## src/rtl/me_pkg.sv

```systemverilog
// Shared types for the macroblock scheduler: FSM states, result record and
// frame-to-macroblock count helpers.
package me_pkg;

    typedef enum logic [1:0] {
        S_IDLE,
        S_ISSUE,
        S_WAIT,
        S_DRAIN
    } me_state_t;

    typedef struct packed {
        logic [7:0]        col;
        logic [7:0]        row;
        logic signed [5:0] mv_x;
        logic signed [5:0] mv_y;
        logic [15:0]       sad;
    } me_result_t;

    function automatic int mb_cols(input int frame_width, input int mb_size);
        return frame_width / mb_size;
    endfunction

    function automatic int mb_rows(input int frame_height, input int mb_size);
        return frame_height / mb_size;
    endfunction

endpackage

```

## src/rtl/me_result_fifo.sv

```systemverilog
// Synchronous result FIFO between the ME engine capture point and the MV writer.
// Head data reads as zero while empty so the result outputs stay clean.
module me_result_fifo
    import me_pkg::*;
#(
    parameter int DEPTH = 4,
    localparam int AW = $clog2(DEPTH),
    localparam int CW = $clog2(DEPTH) + 1
) (
    input  logic          clk,
    input  logic          rst,
    input  logic          push,
    input  me_result_t    push_data,
    input  logic          pop,
    output me_result_t    head,
    output logic          empty,
    output logic [CW-1:0] count
);

    me_result_t    mem [DEPTH];
    logic [AW-1:0] wr_ptr;
    logic [AW-1:0] rd_ptr;
    logic          do_push;
    logic          do_pop;

    assign empty   = (count == '0);
    assign do_push = push && (count != CW'(DEPTH));
    assign do_pop  = pop && !empty;
    assign head    = empty ? '0 : mem[rd_ptr];

    always_ff @(posedge clk) begin
        if (rst) begin
            wr_ptr <= '0;
            rd_ptr <= '0;
            count  <= '0;
        end else begin
            if (do_push) wr_ptr <= wr_ptr + 1'b1;
            if (do_pop)  rd_ptr <= rd_ptr + 1'b1;
            case ({do_push, do_pop})
                2'b10:   count <= count + 1'b1;
                2'b01:   count <= count - 1'b1;
                default: count <= count;
            endcase
        end
    end

    always_ff @(posedge clk) begin
        if (do_push) mem[wr_ptr] <= push_data;
    end

endmodule

```

## src/rtl/me_mb_scheduler.sv

```systemverilog
// Frame-level macroblock scheduler for the hexbs_top ME engine.
// Optional per-frame SAD accumulator enabled by ME_SAD_ACCUM_EN.
//
// state   | meaning
// --------+-----------------------------------------------------------
// S_IDLE  | waiting for frame_go
// S_ISSUE | current MB ready; start engine once the FIFO has a free slot
// S_WAIT  | engine busy on current MB; capture result on me_done
// S_DRAIN | all MBs issued; wait for the consumer to empty the FIFO
module me_mb_scheduler
    import me_pkg::*;
#(
    parameter int FRAME_WIDTH  = 352,
    parameter int FRAME_HEIGHT = 240,
    parameter int MB_SIZE      = 16,
    parameter int FIFO_DEPTH   = 4
) (
    input  logic              clk,
    input  logic              rst,
    input  logic              frame_go,
    input  logic [31:0]       frame_start_addr,
    output logic              busy,
    output logic              frame_done,
    output logic              me_start,
    output logic [31:0]       me_frame_start_addr,
    output logic [31:0]       me_mb_x,
    output logic [31:0]       me_mb_y,
    input  logic signed [5:0] me_mv_x,
    input  logic signed [5:0] me_mv_y,
    input  logic [15:0]       me_sad,
    input  logic              me_done,
    output logic              res_valid,
    input  logic              res_ready,
    output logic [7:0]        res_mb_col,
    output logic [7:0]        res_mb_row,
    output logic signed [5:0] res_mv_x,
    output logic signed [5:0] res_mv_y,
    output logic [15:0]       res_sad
`ifdef ME_SAD_ACCUM_EN
    ,
    output logic [31:0]       frame_sad
`endif
);

    localparam int MBC = mb_cols(FRAME_WIDTH, MB_SIZE);
    localparam int MBR = mb_rows(FRAME_HEIGHT, MB_SIZE);
    localparam int CW  = $clog2(FIFO_DEPTH) + 1;

    me_state_t     state;
    me_state_t     state_nx;
    logic [7:0]    col;
    logic [7:0]    row;
    logic [31:0]   addr;
    logic          accept;
    logic          push;
    logic          done_nx;
    logic          last_mb;
    logic          room;
    logic          fifo_empty;
    logic [CW-1:0] fifo_count;
    me_result_t    push_data;
    me_result_t    head;

    assign room    = (fifo_count < CW'(FIFO_DEPTH));
    assign last_mb = (col == 8'(MBC - 1)) && (row == 8'(MBR - 1));

    always_comb begin
        state_nx = state;
        me_start = 1'b0;
        accept   = 1'b0;
        push     = 1'b0;
        done_nx  = 1'b0;
        case (state)
            S_IDLE: begin
                if (frame_go) begin
                    accept   = 1'b1;
                    state_nx = S_ISSUE;
                end
            end
            S_ISSUE: begin
                // Slot is reserved at issue time so the later capture can never overflow.
                if (room) begin
                    me_start = 1'b1;
                    state_nx = S_WAIT;
                end
            end
            S_WAIT: begin
                if (me_done) begin
                    push     = 1'b1;
                    state_nx = last_mb ? S_DRAIN : S_ISSUE;
                end
            end
            S_DRAIN: begin
                if (fifo_empty) begin
                    done_nx  = 1'b1;
                    state_nx = S_IDLE;
                end
            end
            default: state_nx = S_IDLE;
        endcase
    end

    always_ff @(posedge clk) begin
        if (rst) begin
            state      <= S_IDLE;
            col        <= '0;
            row        <= '0;
            addr       <= '0;
            frame_done <= 1'b0;
`ifdef ME_SAD_ACCUM_EN
            frame_sad  <= '0;
`endif
        end else begin
            state      <= state_nx;
            frame_done <= done_nx;
            if (accept) begin
                addr <= frame_start_addr;
                col  <= '0;
                row  <= '0;
            end else if (push && !last_mb) begin
                if (col == 8'(MBC - 1)) begin
                    col <= '0;
                    row <= row + 8'd1;
                end else begin
                    col <= col + 8'd1;
                end
            end
`ifdef ME_SAD_ACCUM_EN
            if (accept) begin
                frame_sad <= '0;
            end else if (push) begin
                frame_sad <= frame_sad + {16'd0, me_sad};
            end
`endif
        end
    end

    assign busy                = (state != S_IDLE);
    assign me_frame_start_addr = addr;
    assign me_mb_x             = 32'(col) * 32'(MB_SIZE);
    assign me_mb_y             = 32'(row) * 32'(MB_SIZE);

    assign push_data = '{col: col, row: row, mv_x: me_mv_x, mv_y: me_mv_y, sad: me_sad};

    me_result_fifo #(
        .DEPTH(FIFO_DEPTH)
    ) u_fifo (
        .clk      (clk),
        .rst      (rst),
        .push     (push),
        .push_data(push_data),
        .pop      (res_valid && res_ready),
        .head     (head),
        .empty    (fifo_empty),
        .count    (fifo_count)
    );

    assign res_valid  = !fifo_empty;
    assign res_mb_col = head.col;
    assign res_mb_row = head.row;
    assign res_mv_x   = head.mv_x;
    assign res_mv_y   = head.mv_y;
    assign res_sad    = head.sad;

endmodule
```

## config.mk

```make
export PLATFORM = sky130hd
export DESIGN_NAME = me_mb_scheduler
export DESIGN_NICKNAME = d
export VERILOG_FILES = /design/src/rtl/me_pkg.sv /design/src/rtl/me_result_fifo.sv /design/src/rtl/me_mb_scheduler.sv
export SDC_FILE = /design/constraint.sdc
export NUM_CORES = 1
export LEC_CHECK = 0
export CAP_MARGIN = 20
export CORE_MARGIN = 8
export CORE_UTILIZATION = 55
export CTS_CLUSTER_SIZE = 12
export DETAILED_ROUTE_END_ITERATION = 7
export PLACE_DENSITY = 0.85
export SLEW_MARGIN = 0
export SYNTH_ARGS = -nofsm -noshare
export SYNTH_HDL_FRONTEND = slang
export SYNTH_HIERARCHICAL = 1
export SYNTH_SLANG_ARGS = --single-unit
```

## constraint.sdc

```tcl
create_clock -name clk -period 7 [get_ports clk]
set_input_delay 1.75 -clock clk [delete_from_list [all_inputs] [get_ports clk]]
set_output_delay 1.75 -clock clk [all_outputs]
set_load 0.03 [all_outputs]
```

==> flow_summary.yaml, run 1 <==
run_status:
  status: "finished clean"
timing:
  period_needed_ns: 4.64
  setup_viol: 0
  fmax_mhz: 216
  fin_crit_sh_pct: 66.3
  setup_tns_ns: 0
  slew_viol_final: 0
  fin_skew_ns: 0.0224
  worst_slack_ns: 2.36
  whs_ns: 0.453
  finalHoldViolations: 0
  relSlewSlack_pct: 37.0
  worst_slew_pin_slew_ns: 0.937
  rsz0062_at_grt: "false"
layout:
  fin_util_pct: 70.2
  fill_cells: 1066
  antennaDiodeCount: 0
  drive_gt1_share_pct: 13.5
  final_cell_mix: "edfxtp_1, clkdlybuf4s50_1, nand2_1"
  finalNetCount: 878
  area_growth_pct: 24.5
  design_area_um2: 12100
  final_common_cell: "edfxtp_1"
  instances_no_fill: 1046
synthesis:
  avgSynthCellArea_um2: 15.3
  synth.distinct_cells: 47
  synthArstFlopShare_pct: 0
  ys_warn_count: 6
  synth_seq_cells: 236
  synth_edf_count: 176
  netlist_instances: 639
  seq_area_frac_synth_pct: 66.5
  syn_area_um2: 9750
  ys.flop_type: "edfxtp_1"
routing:
  antenna_left: 0
  drtIter0Drc: 531
  drc: 0
  first_pass_iters: 5
  wl_mm: 21.8
  dr_total_vias: 5691
  avgViaCountPerCell: 5.44
  wl_per_cell_um: 20.8
floorplan:
  io_pins: 209
  initial_core_util_pct: 56.4
  die_area_um2: 22300
  core_um2: 17300
  die_h_um: 149
  rows: 48
  die_w_um: 149
power_and_ir_drop:
  p_per_area_nw_per_um2: 242
  p_leak_nw: 3.90
  power_frac_comb_pct: 8.5
  sequentialPowerShare_pct: 52.0
  p_clk_share_pct: 39.4
  switchingPower_uw: 651
  cellInternalPower_mw: 2.29
  swShare_pct: 22.2
  max-vdd-ir-drop_v: 0.000198
  power_mw: 2.94
run:
  max_cap_viol_count: 0
clock_tree:
  htree_levels: 1
  post_cts_resized: 0
  cts_root_buf: "clkbuf_16"
  clk_pin_slew_ns: 0.06
  clockBufferDepth: 3
  cts_buffers: 24
  cts_hold_buf: 0
  clkLatencyLatePin_ns: 0.52
  post_cts_buffers: 0
  cts.sinks: 236
  cts_tree: "done"
placed_design:
  placed_area_um2: 11300
  io_buffers: 160
  placedCellCount: 996
  hpwl_mm: 13.6
  gp_congestion: 0.810
  pre_cts_ws_ns: 2.41
global_routing:
  track_usage_pct: 19.0
  grt_pass1_wl_mm: 33.4
  overflow: 0
  antenna_found_initial: 0
  grt_max_degree: 48
  first_global_vias: 6078
min_path:
  hold_path_class: "reg2reg"
setup_path:
  cpLargestDelayFamily: "flip-flops"
  max_stage_delay_ns: 0.90
  critPathRequiredTime_ns: 5.25
  crit_path_max_fanout: 44
  crit_path_end_kind: "output port"
  startpoint_type: "register"
  crit_buf_inv: 1
  critPathSlowestCell: "dfxtp_4"
  critPathKind: "reg2out"
  crit_chain: "mux4_2 -> nor2b_1 -> clkdlybuf4s50_1"
  worstPathArrival_ns: 2.89
[logic make-up after synthesis]
| group | after synthesis | synth area share (%) |
|---|---|---|
| AO/OA/AOI/OAI | 68 | 3.94 |
| AND/OR/NAND/NOR | 175 | 10.5 |
| other | 1 | 0.0384 |
| flip-flops | 236 | 66.5 |
| multiplexers | 47 | 10.6 |
| buffers and inverters | 95 | 6.47 |
| adder cells (fa/ha/maj) | 10 | 1.36 |
| XOR/XNOR | 7 | 0.629 |
[synth_stat cells (all sizes together), types with 6 or more instances]
cell	instances	share of area (%)
o31ai	8	0.62
edfxtp	176	54
nor2b	46	4.0
inv	17	0.65
clkbuf	14	0.55
buf	64	5.3
xor2	6	0.54
or4	7	0.55
ha	9	1.2
a21oi	48	2.5
o21ai	6	0.31
mux4	45	10
nor2	15	0.58
nand3	7	0.36
dfxtp	60	12
nand2	69	2.7
[path summary, 6_finish.rpt]
kind	slack (ns)	end	start	cells past startpoint
hold / removal	0.45	me_frame_start_addr[6]$_SDFFE_PP0P_	me_frame_start_addr[6]$_SDFFE_PP0P_	2
setup reg to reg	4.03	u_fifo/count[2]$_SDFFE_PP0P_	u_fifo/count[2]$_SDFFE_PP0P_	11
setup / recovery	2.36	res_sad[1]	register	3
hold reg to reg	0.45	me_frame_start_addr[6]$_SDFFE_PP0P_	me_frame_start_addr[6]$_SDFFE_PP0P_	2
[sequential cells by signal, indices dropped and copies added (netlist names), named ones only]
| signal | flops |
|---|---|
| u_fifo/mem | 176 |
| me_frame_start_addr | 32 |
| col | 8 |
| row | 8 |
| u_fifo/count | 3 |
| state | 2 |
| u_fifo/rd_ptr | 2 |
| u_fifo/wr_ptr | 2 |
| frame_done | 1 |
[worst register-to-register path, delay by kind of cell (launching register included)]
kind	cells	cell delay [ns]
buf+inv	3	0.84
compound gates	2	0.33
simple gates	3	0.86
fa+ha+maj	2	0.39
flops	1	0.39
xor+xnor	1	0.07
[power groups by stage]
stage | clock (mW) | combinational (mW) | sequential (mW)
detailed placement | 0 | 0.243 | 1.56
floorplan | 0 | 0.136 | 1.58
global placement | 0 | 0.237 | 1.56
global route | 1.23 | 0.266 | 1.53
CTS | 1.18 | 0.245 | 1.53
finish | 1.16 | 0.251 | 1.53
[metal layers]
layer / GRT usage, % / part of all wire (%) / up-vias
met5: 0 / 0 / -
met4: 4.14 / 1.0 / 0
met3: 5.19 / 8.2 / 24
met2: 32.8 / 51 / 235
met1: 23.4 / 40 / 2838
li1: - / - / 2594
[layout make-up]
cell class	count	area [um2]	area share [%]
sequential	236	6490	53.5
multi-input combinational	355	2830	23.3
timing repair buffer	169	1760	14.5
clock buffer	42	698	5.75
tap	225	282	2.32
inverter	17	63.8	0.526
clock inverter	2	20.0	0.165
No activity file was read; power rests on OpenSTA's default activity.
==> inputs of run 2 (changes only) <==
Settings changed: CORE_UTILIZATION 55 to 46, PLACE_DENSITY 0.85 to 0.76.
Clock period 7 ns to 3.89 ns, I/O delays scaled along.
==> run 2 against run 1 <==
Effect of this change: power up 80%; largest power group unchanged; clock power increased by 79%; worst setup slack worse by 2.1 ns; via count decreased by 3.2%; final area grew 0.80%; register-to-register slack got worse by 2.6 ns; critical endpoint is now res_mv_x[0].
==> flow_summary.yaml, run 2 (synthesis results as in run 1) <==
power_and_ir_drop:
  sequentialPowerShare_pct: 52.1
  max-vdd-ir-drop_v: 0.000332
  p_per_area_nw_per_um2: 431
  cellInternalPower_mw: 4.12
  swShare_pct: 22.0
  power_frac_comb_pct: 8.5
  p_leak_nw: 3.94
  p_clk_share_pct: 39.4
  switchingPower_mw: 1.16
routing:
  first_pass_iters: 4
  avgViaCountPerCell: 4.99
  antenna_left: 0
  dr_total_vias: 5507
  wl_mm: 20.2
  drtIter0Drc: 334
  wl_per_cell_um: 18.3
  drc: 0
setup_path:
  critPathKind: "reg2out"
  endpoint: "res_mv_x[0]"
  max_stage_delay_ns: 0.61
  crit_path_end_kind: "output port"
  crit_buf_inv: 2
  rr_endpoint: "u_fifo/count[2]$_SDFFE_PP0P_"
  reg2reg_from: "u_fifo/count[2]$_SDFFE_PP0P_"
  crit_chain: "buf_12 -> mux4_2 -> nor2b_1 -> clkdlybuf4s50_1"
  cpLargestDelayFamily: "buffers and inverters"
  startpoint_type: "register"
  crit_path_max_fanout: 20
  worstPathArrival_ns: 2.62
  cp_num_cells: 4
  critPathSlowestCell: "clkdlybuf4s50_1"
  critPathRequiredTime_ns: 2.92
  worst-r2r-setup-slack_ns: 1.40
  worstRegToRegCells: 11
timing:
  fmax_mhz: 278
  setup_viol: 0
  fin_crit_sh_pct: 92.4
  period_needed_ns: 3.59
  relSlewSlack_pct: 40.0
  fin_skew_ns: 0.0268
  worst_slack_ns: 0.296
  rsz0062_at_grt: "false"
  whs_ns: 0.453
  setup_tns_ns: 0
  finalHoldViolations: 0
  slew_viol_final: 0
  worst_slew_pin_slew_ns: 0.892
clock_tree:
  post_cts_resized: 0
  cts_root_buf: "clkbuf_16"
  clkLatencyLatePin_ns: 0.52
  cts_hold_buf: 0
  clk_pin_slew_ns: 0.06
  post_cts_buffers: 0
  htree_levels: 1
  clockBufferDepth: 3
  cts_buffers: 24
  cts_tree: "done"
  cts.sinks: 236
layout:
  final_common_cell: "edfxtp_1"
  drive_gt1_share_pct: 14.4
  fin_util_pct: 58.6
  antennaDiodeCount: 0
  largest_reg_flops: 176
  final_cell_mix: "edfxtp_1, clkdlybuf4s50_1, nand2_1"
  regMostFlops: "u_fifo/mem"
  instances_no_fill: 1103
  finalNetCount: 887
  area_growth_pct: 25.5
global_routing:
  antenna_found_initial: 0
  overflow: 0
  grt_pass1_wl_mm: 31.6
  first_global_vias: 5584
  grt_max_degree: 48
  track_usage_pct: 15.0
min_path:
  hold_path_class: "reg2reg"
  worstHoldStart: "me_frame_start_addr[14]$_SDFFE_PP0P_"
placed_design:
  gp_congestion: 0.757
  hpwl_mm: 13.6
  placedCellCount: 1059
  io_buffers: 160
  pre_cts_ws_ns: 0.533
run_status:
  status: "finished clean"
floorplan:
  die_w_um: 162
  core_um2: 20900
  die_h_um: 162
  io_pins: 209
  initial_core_util_pct: 46.7
  die_area_um2: 26100
  rows: 53
run:
  max_cap_viol_count: 0
## run 2: cell types whose count changed in the layout (fill, tap and decap cells not counted)
cell       previous run  this run
o21ai_0               5         6
clkbuf_8              3         0
clkinv_2              0         1
buf_4                 3        12
clkinv_1              1         2
buf_2                 0         1
o21ai_1               1         0
clkbuf_1             15        13
buf_16                2         1
bufinv_16             0         1
## run 2: how the worst min path moves through the flow
stage          depth (start not counted)  slack [ns]                                   end
2_1_floorplan                          2        0.46                              register
6_report                               2        0.45  me_frame_start_addr[14]$_SDFFE_PP0P_
4_1_cts                                2        0.45  me_frame_start_addr[20]$_SDFFE_PP0P_
3_3_place_gp                           2        0.44  me_frame_start_addr[14]$_SDFFE_PP0P_
5_1_grt                                2        0.47  me_frame_start_addr[12]$_SDFFE_PP0P_
3_5_place_dp                           2        0.45  me_frame_start_addr[20]$_SDFFE_PP0P_
## run 2: layout make-up
cell class | count | area [um2]
Clock buffer | 37 | 649
Clock inverter | 5 | 58.8
Fill cell | 1628 | 8650
Inverter | 17 | 63.8
Multi-Input combinational cell | 355 | 2830
Sequential cell | 236 | 6490
Tap cell | 275 | 344
Timing Repair Buffer | 178 | 1800
## run 2: worst min-delay path: stages, from the launching register on
cell and delay, ns:
dfxtp_1 0.31, nand2_1 0.05, a21oi_1 0.05
## run 2: power by group through the flow
stage	sequential (mW)	combinational (mW)	clock (mW)
2_1_floorplan	2.84	0.245	0
3_3_place_gp	2.80	0.440	0
3_5_place_dp	2.80	0.444	0
4_1_cts	2.75	0.446	2.13
5_1_grt	2.75	0.480	2.23
6_report	2.75	0.449	2.08
## run 2: through the flow
stage / power, mW / instance area, um2
finish: 5.28 / 12200
global route: 5.46 / 12200
CTS: 5.33 / 12200
detailed placement: 3.25 / 11500
global placement: 3.24 / 11500
floorplan: 3.09 / 9930
## run 2: metal layers
metal	vias to the layer above	part of all wire [%]	global-route usage, %	wire length, um
li1	2617	-	-	-
met1	2684	41	18.6	8320
met2	186	49	25.3	9920
met3	20	8.9	5.17	1810
met4	0	0.90	2.61	182
met5	-	0	0	0
==> inputs of run 3 (changes only) <==
Settings changed: SETUP_SLACK_MARGIN set to 0.05, SLEW_MARGIN 0 to 20.
==> run 3 against run 2 <==
Effect of this change: maximum frequency did not move; worst setup slack barely moved; critical endpoint is now res_mv_y[0]; core utilization fell by 0.14 points; die area did not move; routed wire length fell by 0.30%; non-clock buffer count fell by 2; flip-flop and latch count did not move; highest routed layer unchanged; critical path depth did not move; cell count fell by 0.18%; clock power barely moved; clock skew rose by 0.00065 ns; global-route usage did not move.
==> flow_summary.yaml, run 3 (synthesis results as in run 1) <==
routing:
  antenna_left: 0
  wl_mm: 20.2
  avgViaCountPerCell: 4.98
  wl_per_cell_um: 18.3
  drtIter0Drc: 309
  first_pass_iters: 5
  dr_total_vias: 5487
  drc: 0
setup_path:
  critPathSlowestCell: "clkdlybuf4s50_1"
  worstPathArrival_ns: 2.62
  critPathRequiredTime_ns: 2.92
  crit_chain: "buf_4 -> mux4_2 -> nor2b_4 -> clkdlybuf4s50_1"
  crit_buf_inv: 2
  crit_path_end_kind: "output port"
  max_stage_delay_ns: 0.60
  crit_path_max_fanout: 16
  critPathKind: "reg2out"
  cpLargestDelayFamily: "buffers and inverters"
  startpoint_type: "register"
placed_design:
  gp_congestion: 0.757
  pre_cts_ws_ns: 0.533
  hpwl_mm: 13.6
  io_buffers: 160
  placed_area_um2: 11500
power_and_ir_drop:
  p_leak_nw: 3.92
  power_frac_comb_pct: 8.4
  p_clk_share_pct: 39.5
  swShare_pct: 22.0
  cellInternalPower_mw: 4.12
  max-vdd-ir-drop_v: 0.000333
  p_per_area_nw_per_um2: 432
  sequentialPowerShare_pct: 52.1
  switchingPower_mw: 1.16
timing:
  worst_slack_ns: 0.296
  whs_ns: 0.452
  fin_skew_ns: 0.0274
  setup_tns_ns: 0
  setup_viol: 0
  finalHoldViolations: 0
  rsz0062_at_grt: "false"
  period_needed_ns: 3.59
  relSlewSlack_pct: 41.1
  fmax_mhz: 278
  slew_viol_final: 0
  worst_slew_pin_slew_ns: 0.876
  fin_crit_sh_pct: 92.4
global_routing:
  first_global_vias: 5584
  grt_pass1_wl_mm: 31.6
  track_usage_pct: 15.0
  grt_max_degree: 48
  antenna_found_initial: 0
  overflow: 0
clock_tree:
  clk_pin_slew_ns: 0.06
  cts_root_buf: "clkbuf_16"
  cts_buffers: 24
  cts_tree: "done"
  cts.sinks: 236
  clockBufferDepth: 3
  cts_hold_buf: 0
  clkLatencyLatePin_ns: 0.52
  post_cts_resized: 0
  htree_levels: 1
  post_cts_buffers: 0
floorplan:
  io_pins: 209
  rows: 53
  die_w_um: 162
  die_area_um2: 26100
  die_h_um: 162
  initial_core_util_pct: 46.7
  core_um2: 20900
layout:
  finalNetCount: 885
  largest_reg_flops: 176
  design_area_um2: 12200
  area_growth_pct: 25.2
  regMostFlops: "u_fifo/mem"
  final_common_cell: "edfxtp_1"
  drive_gt1_share_pct: 14.3
  final_cell_mix: "edfxtp_1, clkdlybuf4s50_1, nand2_1"
  antennaDiodeCount: 0
min_path:
  hold_path_class: "reg2reg"
run:
  max_cap_viol_count: 0
run_status:
  status: "finished clean"
-- run 3: changes by cell type in the layout (fill, tap and decap cells not counted), sizes merged --
| cell | change |
|---|---|
| buf | -2 |
-- run 3: worst reg2reg max path: cells and delay by family (launching register included) --
| family | cells | cell delay (ns) |
|---|---|---|
| flops | 1 | 0.47 |
| compound gates | 2 | 0.25 |
| fa+ha+maj | 2 | 0.55 |
| simple gates | 3 | 0.63 |
| xor+xnor | 1 | 0.16 |
| buf+inv | 3 | 0.37 |
-- run 3: final cells by class --
cell class	count	area (um2)
Fill cell	1631	8680
Inverter	17	63.8
Clock inverter	5	58.8
Sequential cell	236	6490
Clock buffer	37	649
Timing Repair Buffer	176	1770
Multi-Input combinational cell	355	2830
Tap cell	275	344
-- run 3: path summary, 6_finish.rpt --
check,from,end,slack [ns],cells after the start
max reg2reg,u_fifo/count[2]$_SDFFE_PP0P_,u_fifo/count[2]$_SDFFE_PP0P_,1.40,11
max,register,res_mv_y[0],0.30,4
min reg2reg,me_frame_start_addr[20]$_SDFFE_PP0P_,me_frame_start_addr[20]$_SDFFE_PP0P_,0.45,2
min,me_frame_start_addr[20]$_SDFFE_PP0P_,me_frame_start_addr[20]$_SDFFE_PP0P_,0.45,2
-- run 3: per-stage QoR --
step	instances	power, mW	utilization (%)
floorplan	686	3.09	-
global placement	1059	3.24	55.0
detailed placement	1059	3.25	55.0
CTS	1101	5.33	58.4
global route	1101	5.45	58.4
finish	1101	5.27	58.4
-- run 3: power groups by stage --
stage | registers [mW] | clock network [mW] | logic, mW
CTS | 2.75 | 2.13 | 0.446
detailed placement | 2.80 | 0 | 0.444
global placement | 2.80 | 0 | 0.440
finish | 2.75 | 2.08 | 0.443
floorplan | 2.84 | 0 | 0.245
global route | 2.75 | 2.22 | 0.474
-- run 3: layer usage --
layer,GRT usage (%),share of wire [%],vias to the layer above
li1,-,-,2610
met1,18.6,40,2658
met2,25.3,49,199
met3,5.17,9.8,20
met4,2.61,0.90,0
met5,0,0,-
